File: src/rtl/axis_dispatch_sched_pkg.sv
`default_nettype none
// +------------------------------------------------------------------+
// | axis_dispatch_sched_pkg                                          |
// | Shared FSM states and round-robin search helper for the packet   |
// | dispatcher.                                                      |
// | Revision: 1.0                                                    |
// +------------------------------------------------------------------+
package axis_dispatch_sched_pkg;

  typedef enum logic [0:0] {
    ST_IDLE = 1'b0,
    ST_PKT  = 1'b1
  } sched_state_t;

  localparam int unsigned C_RR_MAX_PORTS = 32;
  localparam int unsigned C_RR_IDX_W     = 5;

  typedef struct packed {
    logic                  found;
    logic [C_RR_IDX_W-1:0] idx;
  } rr_pick_t;

  // Search starts one past last_grant and wraps at num_ports; the first set mask bit wins.
  function automatic rr_pick_t rr_first_eligible(
    input logic [C_RR_MAX_PORTS-1:0] mask,
    input logic [C_RR_IDX_W-1:0]     last_grant,
    input int unsigned               num_ports
  );
    rr_pick_t    res;
    int unsigned cand;
    res.found = 1'b0;
    res.idx   = '0;
    for (int unsigned k = 1; k <= C_RR_MAX_PORTS; k++) begin
      cand = 32'(last_grant) + k;
      if (cand >= num_ports) cand = cand - num_ports;
      if ((k <= num_ports) && !res.found && mask[cand[C_RR_IDX_W-1:0]]) begin
        res.found = 1'b1;
        res.idx   = cand[C_RR_IDX_W-1:0];
      end
    end
    return res;
  endfunction

endpackage
`default_nettype wire

File: src/rtl/axis_dispatch_sched_if.sv
`default_nettype none
// +------------------------------------------------------------------+
// | axis_dispatch_sched_if                                           |
// | Input stream, fanned-out worker streams and order stream.        |
// | Revision: 1.0                                                    |
// +------------------------------------------------------------------+
interface axis_dispatch_sched_if #(
  parameter int DATA_W    = 64,
  parameter int USER_W    = 1,
  parameter int NUM_PORTS = 4
);
  localparam int IDX_W = $clog2(NUM_PORTS);

  logic [DATA_W-1:0]                  i_tdata;
  logic [USER_W-1:0]                  i_tuser;
  logic                               i_tlast;
  logic                               i_tvalid;
  logic                               i_tready;

  logic [NUM_PORTS-1:0][DATA_W-1:0]   o_tdata;
  logic [NUM_PORTS-1:0][USER_W-1:0]   o_tuser;
  logic [NUM_PORTS-1:0]               o_tlast;
  logic [NUM_PORTS-1:0]               o_tvalid;
  logic [NUM_PORTS-1:0]               o_tready;

  logic [IDX_W-1:0]                   ord_tdata;
  logic                               ord_tvalid;
  logic                               ord_tready;

  modport master (
    output i_tdata, i_tuser, i_tlast, i_tvalid, o_tready, ord_tready,
    input  i_tready, o_tdata, o_tuser, o_tlast, o_tvalid, ord_tdata, ord_tvalid
  );

  modport slave (
    input  i_tdata, i_tuser, i_tlast, i_tvalid, o_tready, ord_tready,
    output i_tready, o_tdata, o_tuser, o_tlast, o_tvalid, ord_tdata, ord_tvalid
  );

endinterface
`default_nettype wire

File: src/rtl/axi_fifo.sv
`default_nettype none
// +------------------------------------------------------------------+
// | axi_fifo                                                         |
// | Synchronous valid/ready FIFO of 2**SIZE entries, async reset.    |
// | Revision: 1.0                                                    |
// +------------------------------------------------------------------+
module axi_fifo #(
  parameter int WIDTH = 8,
  parameter int SIZE  = 4
) (
  input  wire logic             clk,
  input  wire logic             rst,
  input  wire logic [WIDTH-1:0] s_tdata,
  input  wire logic             s_tvalid,
  output logic                  s_tready,
  output logic [WIDTH-1:0]      m_tdata,
  output logic                  m_tvalid,
  input  wire logic             m_tready
);
  localparam int DEPTH = 1 << SIZE;

  logic [WIDTH-1:0] mem_q [DEPTH];
  logic [SIZE:0]    wr_q, rd_q;
  logic             push, pop;

  // Pointers carry one extra bit so full and empty are distinguishable.
  assign s_tready = (wr_q - rd_q) != (SIZE+1)'(DEPTH);
  assign m_tvalid = (wr_q != rd_q);
  assign m_tdata  = mem_q[rd_q[SIZE-1:0]];
  assign push     = s_tvalid && s_tready;
  assign pop      = m_tvalid && m_tready;

  always_ff @(posedge clk) begin
    if (push) mem_q[wr_q[SIZE-1:0]] <= s_tdata;
  end

  always_ff @(posedge clk or posedge rst) begin
    if (rst) begin
      wr_q <= '0;
      rd_q <= '0;
    end else begin
      if (push) wr_q <= wr_q + 1'b1;
      if (pop)  rd_q <= rd_q + 1'b1;
    end
  end

endmodule
`default_nettype wire

File: src/rtl/axis_dispatch_sched_credit.sv
`default_nettype none
// +------------------------------------------------------------------+
// | axis_dispatch_credit                                             |
// | Per-worker credit counter with sticky overflow and busy flag.    |
// | Revision: 1.0                                                    |
// +------------------------------------------------------------------+
module axis_dispatch_credit #(
  parameter int MAX_CREDITS = 2,
  parameter int CNT_W       = $clog2(MAX_CREDITS + 1)
) (
  input  wire logic             clk,
  input  wire logic             rst_n,
  input  wire logic             grant_i,
  input  wire logic             done_i,
  output logic [CNT_W-1:0]      credit_o,
  output logic                  busy_o,
  output logic                  err_o
);
  localparam logic [CNT_W-1:0] FULL = CNT_W'(MAX_CREDITS);

  logic [CNT_W-1:0] cnt_q, cnt_d;
  logic             busy_q;
  logic             err_q, err_d;

  // A grant is only issued while credit is nonzero, so the decrement cannot underflow.
  always_comb begin
    cnt_d = cnt_q;
    err_d = err_q;
    case ({grant_i, done_i})
      2'b10:   cnt_d = cnt_q - 1'b1;
      2'b01: begin
        if (cnt_q == FULL) err_d = 1'b1;
        else               cnt_d = cnt_q + 1'b1;
      end
      default: cnt_d = cnt_q;
    endcase
  end

  always_ff @(posedge clk or negedge rst_n) begin
    if (!rst_n) begin
      cnt_q  <= FULL;
      busy_q <= 1'b0;
      err_q  <= 1'b0;
    end else begin
      cnt_q  <= cnt_d;
      busy_q <= (cnt_d == '0);
      err_q  <= err_d;
    end
  end

  assign credit_o = cnt_q;
  assign busy_o   = busy_q;
  assign err_o    = err_q;

endmodule
`default_nettype wire

File: src/rtl/axis_dispatch_sched.sv
`default_nettype none
// +------------------------------------------------------------------+
// | axis_dispatch_sched                                              |
// | Round-robin, credit-gated whole-packet dispatcher with order log.|
// | Optional AXIS_DISPATCH_SCHED_STATS_EN adds per-worker counters.  |
// | Revision: 1.0                                                    |
// +------------------------------------------------------------------+
module axis_dispatch_sched
  import axis_dispatch_sched_pkg::*;
#(
  parameter int DATA_W        = 64,
  parameter int USER_W        = 1,
  parameter int NUM_PORTS     = 4,
  parameter int MAX_CREDITS   = 2,
  parameter int ORD_FIFO_SIZE = 5
) (
  input  wire logic                   clk,
  input  wire logic                   rst_n,
  axis_dispatch_sched_if.slave        bus,
  input  wire logic [NUM_PORTS-1:0]   i_done,
  output logic [NUM_PORTS-1:0]        busy,
  output logic                        err,
  output logic [NUM_PORTS-1:0][31:0]  stat_pkts
);
  localparam int IDX_W = $clog2(NUM_PORTS);
  localparam int CNT_W = $clog2(MAX_CREDITS + 1);

  sched_state_t                    state_q, state_d;
  logic [IDX_W-1:0]                sel_q, sel_d;
  logic [IDX_W-1:0]                last_q, last_d;
  logic [NUM_PORTS-1:0]            grant, eligible, port_err;
  logic [NUM_PORTS-1:0][CNT_W-1:0] credit;
  logic [C_RR_MAX_PORTS-1:0]       rr_mask;
  logic [C_RR_IDX_W-1:0]           rr_last;
  rr_pick_t                        rr;
  logic                            ord_push, ord_room;

  always_comb begin
    rr_mask                  = '0;
    rr_mask[NUM_PORTS-1:0]   = eligible;
    rr_last                  = '0;
    rr_last[IDX_W-1:0]       = last_q;
    rr = rr_first_eligible(rr_mask, rr_last, unsigned'(NUM_PORTS));
  end

  always_comb begin
    state_d       = state_q;
    sel_d         = sel_q;
    last_d        = last_q;
    grant         = '0;
    ord_push      = 1'b0;
    bus.i_tready  = 1'b0;
    bus.o_tvalid  = '0;
    case (state_q)
      ST_IDLE: begin
        if (bus.i_tvalid && rr.found && ord_room) begin
          sel_d        = rr.idx[IDX_W-1:0];
          last_d       = rr.idx[IDX_W-1:0];
          grant[sel_d] = 1'b1;
          ord_push     = 1'b1;
          state_d      = ST_PKT;
        end
      end
      ST_PKT: begin
        // Locked to sel_q until tlast is accepted, however long the worker stalls.
        bus.o_tvalid[sel_q] = bus.i_tvalid;
        bus.i_tready        = bus.o_tready[sel_q];
        if (bus.i_tvalid && bus.o_tready[sel_q] && bus.i_tlast) state_d = ST_IDLE;
      end
      default: state_d = ST_IDLE;
    endcase
  end

  always_ff @(posedge clk or negedge rst_n) begin
    if (!rst_n) begin
      state_q <= ST_IDLE;
      sel_q   <= '0;
      last_q  <= IDX_W'(NUM_PORTS - 1);
    end else begin
      state_q <= state_d;
      sel_q   <= sel_d;
      last_q  <= last_d;
    end
  end

  assign bus.o_tdata = {NUM_PORTS{bus.i_tdata}};
  assign bus.o_tuser = {NUM_PORTS{bus.i_tuser}};
  assign bus.o_tlast = {NUM_PORTS{bus.i_tlast}};

  for (genvar p = 0; p < NUM_PORTS; p++) begin : g_credit
    axis_dispatch_credit #(
      .MAX_CREDITS (MAX_CREDITS),
      .CNT_W       (CNT_W)
    ) u_credit (
      .clk      (clk),
      .rst_n    (rst_n),
      .grant_i  (grant[p]),
      .done_i   (i_done[p]),
      .credit_o (credit[p]),
      .busy_o   (busy[p]),
      .err_o    (port_err[p])
    );
    assign eligible[p] = (credit[p] != '0);
  end

  assign err = |port_err;

  axi_fifo #(
    .WIDTH (IDX_W),
    .SIZE  (ORD_FIFO_SIZE)
  ) u_ord_fifo (
    .clk      (clk),
    .rst      (!rst_n),
    .s_tdata  (sel_d),
    .s_tvalid (ord_push),
    .s_tready (ord_room),
    .m_tdata  (bus.ord_tdata),
    .m_tvalid (bus.ord_tvalid),
    .m_tready (bus.ord_tready)
  );

`ifdef AXIS_DISPATCH_SCHED_STATS_EN
  for (genvar p = 0; p < NUM_PORTS; p++) begin : g_stat
    logic [31:0] pkts_q;
    always_ff @(posedge clk or negedge rst_n) begin
      if (!rst_n)        pkts_q <= '0;
      else if (grant[p]) pkts_q <= pkts_q + 32'd1;
    end
    assign stat_pkts[p] = pkts_q;
  end
`else
  assign stat_pkts = '0;
`endif

endmodule
`default_nettype wire
File: src/flat_wrapper.sv
// flat-port wrapper written by rule: the top's interface ports become plain ports
module axis_dispatch_sched_flat import axis_dispatch_sched_pkg::*;
#(
  parameter int DATA_W        = 64,
  parameter int USER_W        = 1,
  parameter int NUM_PORTS     = 4,
  parameter int MAX_CREDITS   = 2,
  parameter int ORD_FIFO_SIZE = 5
)
  (clk, rst_n, i_done, busy, err, stat_pkts, bus_i_tdata, bus_i_tuser, bus_i_tlast, bus_i_tvalid, bus_o_tready, bus_ord_tready, bus_i_tready, bus_o_tdata, bus_o_tuser, bus_o_tlast, bus_o_tvalid, bus_ord_tdata, bus_ord_tvalid);
  axis_dispatch_sched_if #(.DATA_W(DATA_W), .USER_W(USER_W), .NUM_PORTS(NUM_PORTS)) bus_i ();
  input  wire logic clk;
  input  wire logic rst_n;
  input  wire logic [NUM_PORTS-1:0] i_done;
  output logic [NUM_PORTS-1:0] busy;
  output logic err;
  output logic [NUM_PORTS-1:0][31:0] stat_pkts;
  input wire logic [$bits(bus_i.i_tdata)-1:0] bus_i_tdata;
  input wire logic [$bits(bus_i.i_tuser)-1:0] bus_i_tuser;
  input wire logic [$bits(bus_i.i_tlast)-1:0] bus_i_tlast;
  input wire logic [$bits(bus_i.i_tvalid)-1:0] bus_i_tvalid;
  input wire logic [$bits(bus_i.o_tready)-1:0] bus_o_tready;
  input wire logic [$bits(bus_i.ord_tready)-1:0] bus_ord_tready;
  output wire logic [$bits(bus_i.i_tready)-1:0] bus_i_tready;
  output wire logic [$bits(bus_i.o_tdata)-1:0] bus_o_tdata;
  output wire logic [$bits(bus_i.o_tuser)-1:0] bus_o_tuser;
  output wire logic [$bits(bus_i.o_tlast)-1:0] bus_o_tlast;
  output wire logic [$bits(bus_i.o_tvalid)-1:0] bus_o_tvalid;
  output wire logic [$bits(bus_i.ord_tdata)-1:0] bus_ord_tdata;
  output wire logic [$bits(bus_i.ord_tvalid)-1:0] bus_ord_tvalid;
  assign bus_i.i_tdata = bus_i_tdata;
  assign bus_i.i_tuser = bus_i_tuser;
  assign bus_i.i_tlast = bus_i_tlast;
  assign bus_i.i_tvalid = bus_i_tvalid;
  assign bus_i.o_tready = bus_o_tready;
  assign bus_i.ord_tready = bus_ord_tready;
  assign bus_i_tready = bus_i.i_tready;
  assign bus_o_tdata = bus_i.o_tdata;
  assign bus_o_tuser = bus_i.o_tuser;
  assign bus_o_tlast = bus_i.o_tlast;
  assign bus_o_tvalid = bus_i.o_tvalid;
  assign bus_ord_tdata = bus_i.ord_tdata;
  assign bus_ord_tvalid = bus_i.ord_tvalid;
  axis_dispatch_sched #(.DATA_W(DATA_W), .USER_W(USER_W), .NUM_PORTS(NUM_PORTS), .MAX_CREDITS(MAX_CREDITS), .ORD_FIFO_SIZE(ORD_FIFO_SIZE)) u_core (.clk(clk), .rst_n(rst_n), .bus(bus_i), .i_done(i_done), .busy(busy), .err(err), .stat_pkts(stat_pkts));
endmodule
File: config.mk
export PLATFORM = sky130hd
export DESIGN_NAME = axis_dispatch_sched_flat
export DESIGN_NICKNAME = d
export VERILOG_FILES = /design/src/rtl/axis_dispatch_sched_pkg.sv /design/src/rtl/axis_dispatch_sched_if.sv /design/src/rtl/axi_fifo.sv /design/src/rtl/axis_dispatch_sched_credit.sv /design/src/rtl/axis_dispatch_sched.sv /design/src/flat_wrapper.sv
export SDC_FILE = /design/constraint.sdc
export NUM_CORES = 1
export LEC_CHECK = 0
export BUFFER_PORTS_ARGS = -buffer_cell sky130_fd_sc_hd__buf_2
export CAP_MARGIN = 30
export CORE_AREA = 2 2 186 188
export DETAILED_ROUTE_END_ITERATION = 8
export DIE_AREA = 0 0 188 190
export GPL_TIMING_DRIVEN = 1
export PLACE_DENSITY = 0.59
export SLEW_MARGIN = 0
export SYNTH_ARGS = -nofsm -noshare
export SYNTH_HDL_FRONTEND = slang
export SYNTH_SLANG_ARGS = --single-unit
File: constraint.sdc
create_clock -name clk -period 4.9 [get_ports clk]
set_clock_uncertainty 0.2 [all_clocks]
set_input_delay 0.735 -clock clk [delete_from_list [all_inputs] [get_ports clk]]
set_output_delay 0.735 -clock clk [all_outputs]
set_load 0.02 [all_outputs]
# Yosys cells after proc, flatten, opt, wreduce, memory -nomap -nowiden
# Memories as Yosys holds them, arrays and structs flattened.
# Index checks and enable logic that the tools add are counted.
# Widths: inputs -> output; s select.
# totals
ff_bits	33
latch_bits	0
mem_bits_rw	64
romBits	0
inputBits	78
output_inout_bits	405
word_cells	135
mem_count	1
# classes
addsub	19
n_mul	0
div_mod_pow	0
n_lt_le_gt_ge	12
n_eq_ne	14
shifts	0
n_mux	42
bitwise	2
n_reduce_logical	28
# memory_table
name	words	width	read_ports	rd_clocked_by_memory_dff	wr	line_no	source
u_core.u_ord_fifo.mem_q	32	2	1	0	1	axi_fifo.sv:22	logic [WIDTH-1:0] mem_q [DEPTH];
# op_table
operator	n
$ge 32x3->1 const B	4
$lt 5x6->1 const B	4
$mux 6	4
$bmux 1 s5	4
$mux 5	4
$sub 5x3->5 const B	4
$eq 2x2->1 const B	8
$pmux 2 s2	4
$mux 1	13
$add 6x1->6 const B	2
$mux 2	6
$mux 4	3
$logic_and 1x1->1	11
$reduce_and 2->1	5
$add 2x1->2 const B	4
$eq 2x1->1 const B	4
$logic_not 2->1	4
$reduce_bool 2->1	4
$sub 2x1->2 const B	4
$add 2x2->3 const B	2
$lt 2x3->1 const B	2
$ne 6x6->1	1
$ne 6x6->1 const B	1
$sub 6x6->6	1
other kinds (10)	14

# Longest topological paths before layout
# logic_depth
depth_word	24
mapped_depth	14
depth_no_buf	12

# Hierarchy
# Synthesis repeated with hierarchy kept, for this count alone.
# unflattened
cells_unflattened	782
area_unflattened_um2	7960.1
# modules_own_cells
module	n_inst	cells_each	area_per_inst_um2	seq_area_each_um2
axis_dispatch_sched	1	471	3598.5	127.6
axi_fifo	1	223	3415.8	2222.1
axis_dispatch_credit	4	22	236.5	101.3

# Worst setup path after synthesis
# OpenSTA, ideal clock, no wires.
# synth_timing
path_type	reg2reg
from	reg u_core.u_ord_fifo.rd_q[1]
to	mem u_core.u_ord_fifo.mem_q[0][1] in the netlist's numbering, data pin
setup_ns	0.473
arrival_ns	4.098
path_slack_ns	0.128
stages_incl_launch_ff	11
n_path_buf	2
period_less_slack_ns	4.772
cell_sequence	dfrtp_1 > clkbuf_1 > clkbuf_1 > inv_1 > ha_1 > nor2b_1 > o31a_1 > o311ai_0 > a31oi_4 > nand3_1 > a21boi_0
# synth_between
elab_chain_cells	5
# synth_lines
item	line_no	source
start, declared	axi_fifo.sv:23	logic [SIZE:0] wr_q, rd_q;
start signal, assigned	axi_fifo.sv:43	if (pop) rd_q <= rd_q + 1'b1;
$sub 6x6->6	axi_fifo.sv:27	assign s_tready = (wr_q - rd_q) != (SIZE+1)'(DEPTH);
$ne 6x6->1	axi_fifo.sv:27	
$logic_and 1x1->1	axis_dispatch_sched.sv:56	if (bus.i_tvalid && rr.found && ord_room) begin
$mux 2	axis_dispatch_sched.sv:56	
$mux 2	axis_dispatch_sched.sv:54	case (state_q)
net u_core.sel_d[1]	axis_dispatch_sched.sv:29	logic [IDX_W-1:0] sel_q, sel_d;
end, declared	axi_fifo.sv:22	
# The timed path passes the listed nets, and every way through them passes these cells.

# Worst setup path in the final report
# layout_timing
from	reg u_core.last_q[0]
to	reg u_core.g_credit[0].u_credit.busy_q
# layout_between
elab_chain_cells	24
elab_cells_between_ends	47
# layout_lines
item	line_no	source
start, declared	axis_dispatch_sched.sv:30	logic [IDX_W-1:0] last_q, last_d;
start signal, assigned	axis_dispatch_sched.sv:78	last_q <= IDX_W'(NUM_PORTS - 1);
start signal, assigned	axis_dispatch_sched.sv:82	last_q <= last_d;
$add 2x1->3	axis_dispatch_sched_pkg.sv:34	cand = 32'(last_grant) + k;
$ge 32x3->1 / $sub 5x3->5 (equally long branches)	axis_dispatch_sched_pkg.sv:35	if (cand >= num_ports) cand = cand - num_ports;
$mux 5	axis_dispatch_sched_pkg.sv:35	
$bmux 1 s5	axis_dispatch_sched_pkg.sv:36	if ((k <= num_ports) && !res.found && mask[cand[C_RR_IDX_W-1:0]]) begin
$mux 1 (implied by the code)	axis_dispatch_sched_pkg.sv:36	
$mux 6	axis_dispatch_sched_pkg.sv:36	
$logic_not 1->1	axis_dispatch_sched_pkg.sv:36	
$logic_and 1x1->1	axis_dispatch_sched_pkg.sv:36	
[9 not listed]	--	
$mux 1 (implied by the code)	axis_dispatch_sched.sv:59	grant[sel_d] = 1'b1;
$demux 1 s2	--	
$mux 4 (*)	axis_dispatch_sched.sv:56	
$mux 4 (*)	axis_dispatch_sched.sv:54	
$eq 2x1->1 / $eq 2x2->1 (equally long branches)	axis_dispatch_sched_credit.sv:29	case ({grant_i, done_i})
$pmux 2 s2 (*)	axis_dispatch_sched_credit.sv:29	
net u_core.g_credit[0].u_credit.cnt_d[0]	axis_dispatch_sched_credit.sv:21	logic [CNT_W-1:0] cnt_q, cnt_d;
$logic_not 2->1 (*)	axis_dispatch_sched_credit.sv:46	busy_q <= (cnt_d == '0);
end signal, assigned	axis_dispatch_sched_credit.sv:46	
end, declared	axis_dispatch_sched_credit.sv:22	logic busy_q;
# Mark *: on every way through the listed nets, which the timed path passes. The rest lies on a longest branch. The select of a mux whose other input is x is not followed.
# A chain may end at the register's enable or synchronous reset.

==> results.ini <==
[routing]
wl_per_cell_um=15.7
via_per_inst=3.49
vias=3417
firstDrtPassIters=4
routed_wl_um=15400
ant_nets=0
remaining_drc_errors=0
initialDrtViolationCount=131

[sta]
period_share_pct=79.2
hold_viol_final=0
rsz0062_at_grt=no
drv_slew=0
whs_ps=253
slew_headroom_pct=48.0
fmax_ghz=0.258
setup_viol=0
final.min_clock_period_ps=3880
worst_slack_ps=1020
setup_tns_ps=0
worstMarginPinSlew_ps=770

[placed_design]
port-buffer-count=29
post-place-cells=963
dpl.hpwl_um=12200
gp_congestion=0.801
placed_area_sq_um=6010
place_ws_ps=1020

[final_layout]
area_delta_synth_final_pct=-18.9
instances_no_fill=979
nets=630
final_util_pct=18.7
design_area_sq_um=6330
layout-drive-gt1-share_pct=17.6
antennaDiodeCount=0

[logic_synthesis]
yosysWarnings=0
synth.top_cell.area_share_pct=38.1
ys_top_cells_by_area=buf_4, edfxtp_1, dfrtp_1
yosysSeqAreaShare_pct=35.3
netlist_area_sq_um=7810
async_flop_share_pct=34.0
synth-main-ff-cell=edfxtp_1
ys_types=46
syn_area_per_cell_sq_um=10.3
synth_area_leader_cell=buf_4
synth_edf_count=64
syn_inst=755
synth_seq_cells=97

[clock_network]
cts_buffers=9
clk_pin_slew_ps=70
ctsHoldBuffers=0
post_cts_resized=0
cts_tree=built
ctsHtreeMaxLevel=3
max-clock-path-buffers=2
cts_root_buffer=clkbuf_16
clkSinkCount=97
clock_latency_ps=340
postCtsSetupRepairBufs=0

[floorplanning]
die_w_um=188
pin_count=483
die_area_sq_um=35700
rows=68
die_h_um=190
initial_core_util_pct=23.0
core_region_area_sq_um=33900

[flow_run]
max_cap_viol_count=0

[grt]
track_usage_pct=8.25
grt_pass1_wl_um=21700
antenna_found_initial=0
grt_pass1_vias=3275
grt_max_degree=34
grt.overflow.total=0

[pwr]
ir_worst_vdd_mv=0.268
p_per_area_nw_per_um2=603
power.leakage_nw=2.52
power_mw=3.82

[worst_setup_path]
arrival_ps=3950
crit_path_max_fanout=10
cp.required_ps=4970
critPathCaptureType=flip-flop
crit_type=flip-flop to flip-flop
worstSetupStartpointType=flip-flop

[outcome]
outcome=finished clean

[worst_hold_path]
hold_class=flip-flop to flip-flop

## worst max-delay path: stages, from the launching register on
cell and delay (ps):
dfstp_2 650, inv_1 100, ha_1 400, mux4_2 530, a21oi_2 180, nor3_1 110, a31oi_4 320, nand3_1 280
or2_1 310, ha_1 210, a221oi_1 330, a21oi_1 90, nor2_1 100
## cells by family (layout without fill, tap and decap cells)
| logic type | Yosys count | count (layout) | synth area share (%) |
|---|---|---|---|
| compound gates | 40 | 40 | 3.80 |
| other cells | 1 | 128 | 0.0480 |
| mux | 36 | 36 | 8.39 |
| fa+ha+maj | 33 | 33 | 5.29 |
| buf+inv | 432 | 74 | 39.8 |
| simple gates | 106 | 106 | 6.25 |
| flops | 97 | 97 | 35.3 |
| xor+xnor | 10 | 10 | 1.12 |
## worst paths after layout
| check | from | to | slack (ps) | cells after the start |
|---|---|---|---|---|
| setup / recovery | u_core.last_q[0]$_DFFE_PN1P_ | u_core.g_credit[0].u_credit.busy_o$_DFF_PN0_ | 1020 | 12 |
| hold / removal | u_core.g_credit[2].u_credit.err_o$_DFFE_PN0P_ | u_core.g_credit[2].u_credit.err_o$_DFFE_PN0P_ | 250 | 1 |
| setup reg to reg | u_core.last_q[0]$_DFFE_PN1P_ | u_core.g_credit[0].u_credit.busy_o$_DFF_PN0_ | 1020 | 12 |
| hold reg to reg | u_core.g_credit[2].u_credit.err_o$_DFFE_PN0P_ | u_core.g_credit[2].u_credit.err_o$_DFFE_PN0P_ | 250 | 1 |
| max in group asynchronous | rst_n | u_core.u_ord_fifo.rd_q[5]$_DFFE_PN0P_ | 3740 | 1 |
| min in group asynchronous | rst_n | u_core.g_credit[2].u_credit.busy_o$_DFF_PN0_ | 260 | 1 |
## report_power, final
part	internal (mW)	switching [mW]
sequential	1.18	0.145
combinational	0.696	1.06
clock	0.411	0.324
## registers in the layout (all words and copies together), names as in the netlist
signal / cells
u_core.sel_q: 2
u_core.last_q: 2
u_core.u_ord_fifo.wr_q: 6
u_core.u_ord_fifo.mem_q: 64
u_core.state_q: 1
u_core.g_credit.u_credit.busy_o: 4
u_core.g_credit.u_credit.credit_o: 8
u_core.u_ord_fifo.rd_q: 6
u_core.g_credit.u_credit.err_o: 4
## Yosys cell counts (all sizes together) (4+ instances only)
| library cell | number |
|---|---|
| nor2b | 4 |
| mux2i | 7 |
| mux2 | 6 |
| o21ai | 8 |
| a221oi | 5 |
| xnor2 | 8 |
| nand3b | 4 |
| buf | 399 |
| nor2 | 45 |
| dfstp | 6 |
| nor3 | 4 |
| dfrtp | 27 |
| inv | 25 |
| edfxtp | 64 |
| or2 | 4 |
| ha | 33 |
| nand2 | 23 |
| clkbuf | 7 |
| a21o | 6 |
| a21oi | 6 |
| nand3 | 11 |
| mux4 | 23 |
## per-layer routing
metal,wire length (um),track usage (%),part of all wire [%]
met2,7620,13.3,49
met1,4730,7.23,31
met5,149,3.16,0.97
met3,2500,6.47,16
met4,399,4.15,2.6
## cell type report
cell class	count	area [sq um]
Inverter	26	97.6
Sequential cell	97	2760
Multi-Input combinational cell	353	2420
Clock inverter	7	93.8
Tap cell	455	569
Timing Repair Buffer	32	168
Clock buffer	9	225
Fill cell	3734	27600
## cell usage in the layout, fill, tap and decap left out, types with 2 or more instances in the layout
| cell type | n |
|---|---|
| buf_4 | 3 |
| o21a_1 | 3 |
| mux2i_1 | 7 |
| or2_2 | 3 |
| buf_2 | 29 |
| xor2_1 | 2 |
| edfxtp_1 | 64 |
| a221oi_1 | 5 |
| dfstp_2 | 6 |
| and2_1 | 2 |
| inv_1 | 25 |
| nor3_1 | 4 |
| a21o_1 | 6 |
| mux2_2 | 6 |
| and3_1 | 3 |
| o21ai_0 | 8 |
| nand2_1 | 22 |
| nand3_1 | 10 |
| mux4_2 | 23 |
| nor2b_1 | 4 |
| clkbuf_16 | 9 |
| nand2b_1 | 2 |
| nand4_1 | 3 |
| conb_1 | 128 |
| inv_6 | 2 |
| nand3b_1 | 4 |
| dfrtp_1 | 27 |
| a21oi_1 | 5 |
| ha_1 | 33 |
| nor2_1 | 45 |
| o22ai_1 | 2 |
| inv_8 | 2 |
| xnor2_1 | 8 |
No activity file was read; power rests on OpenSTA's default activity.
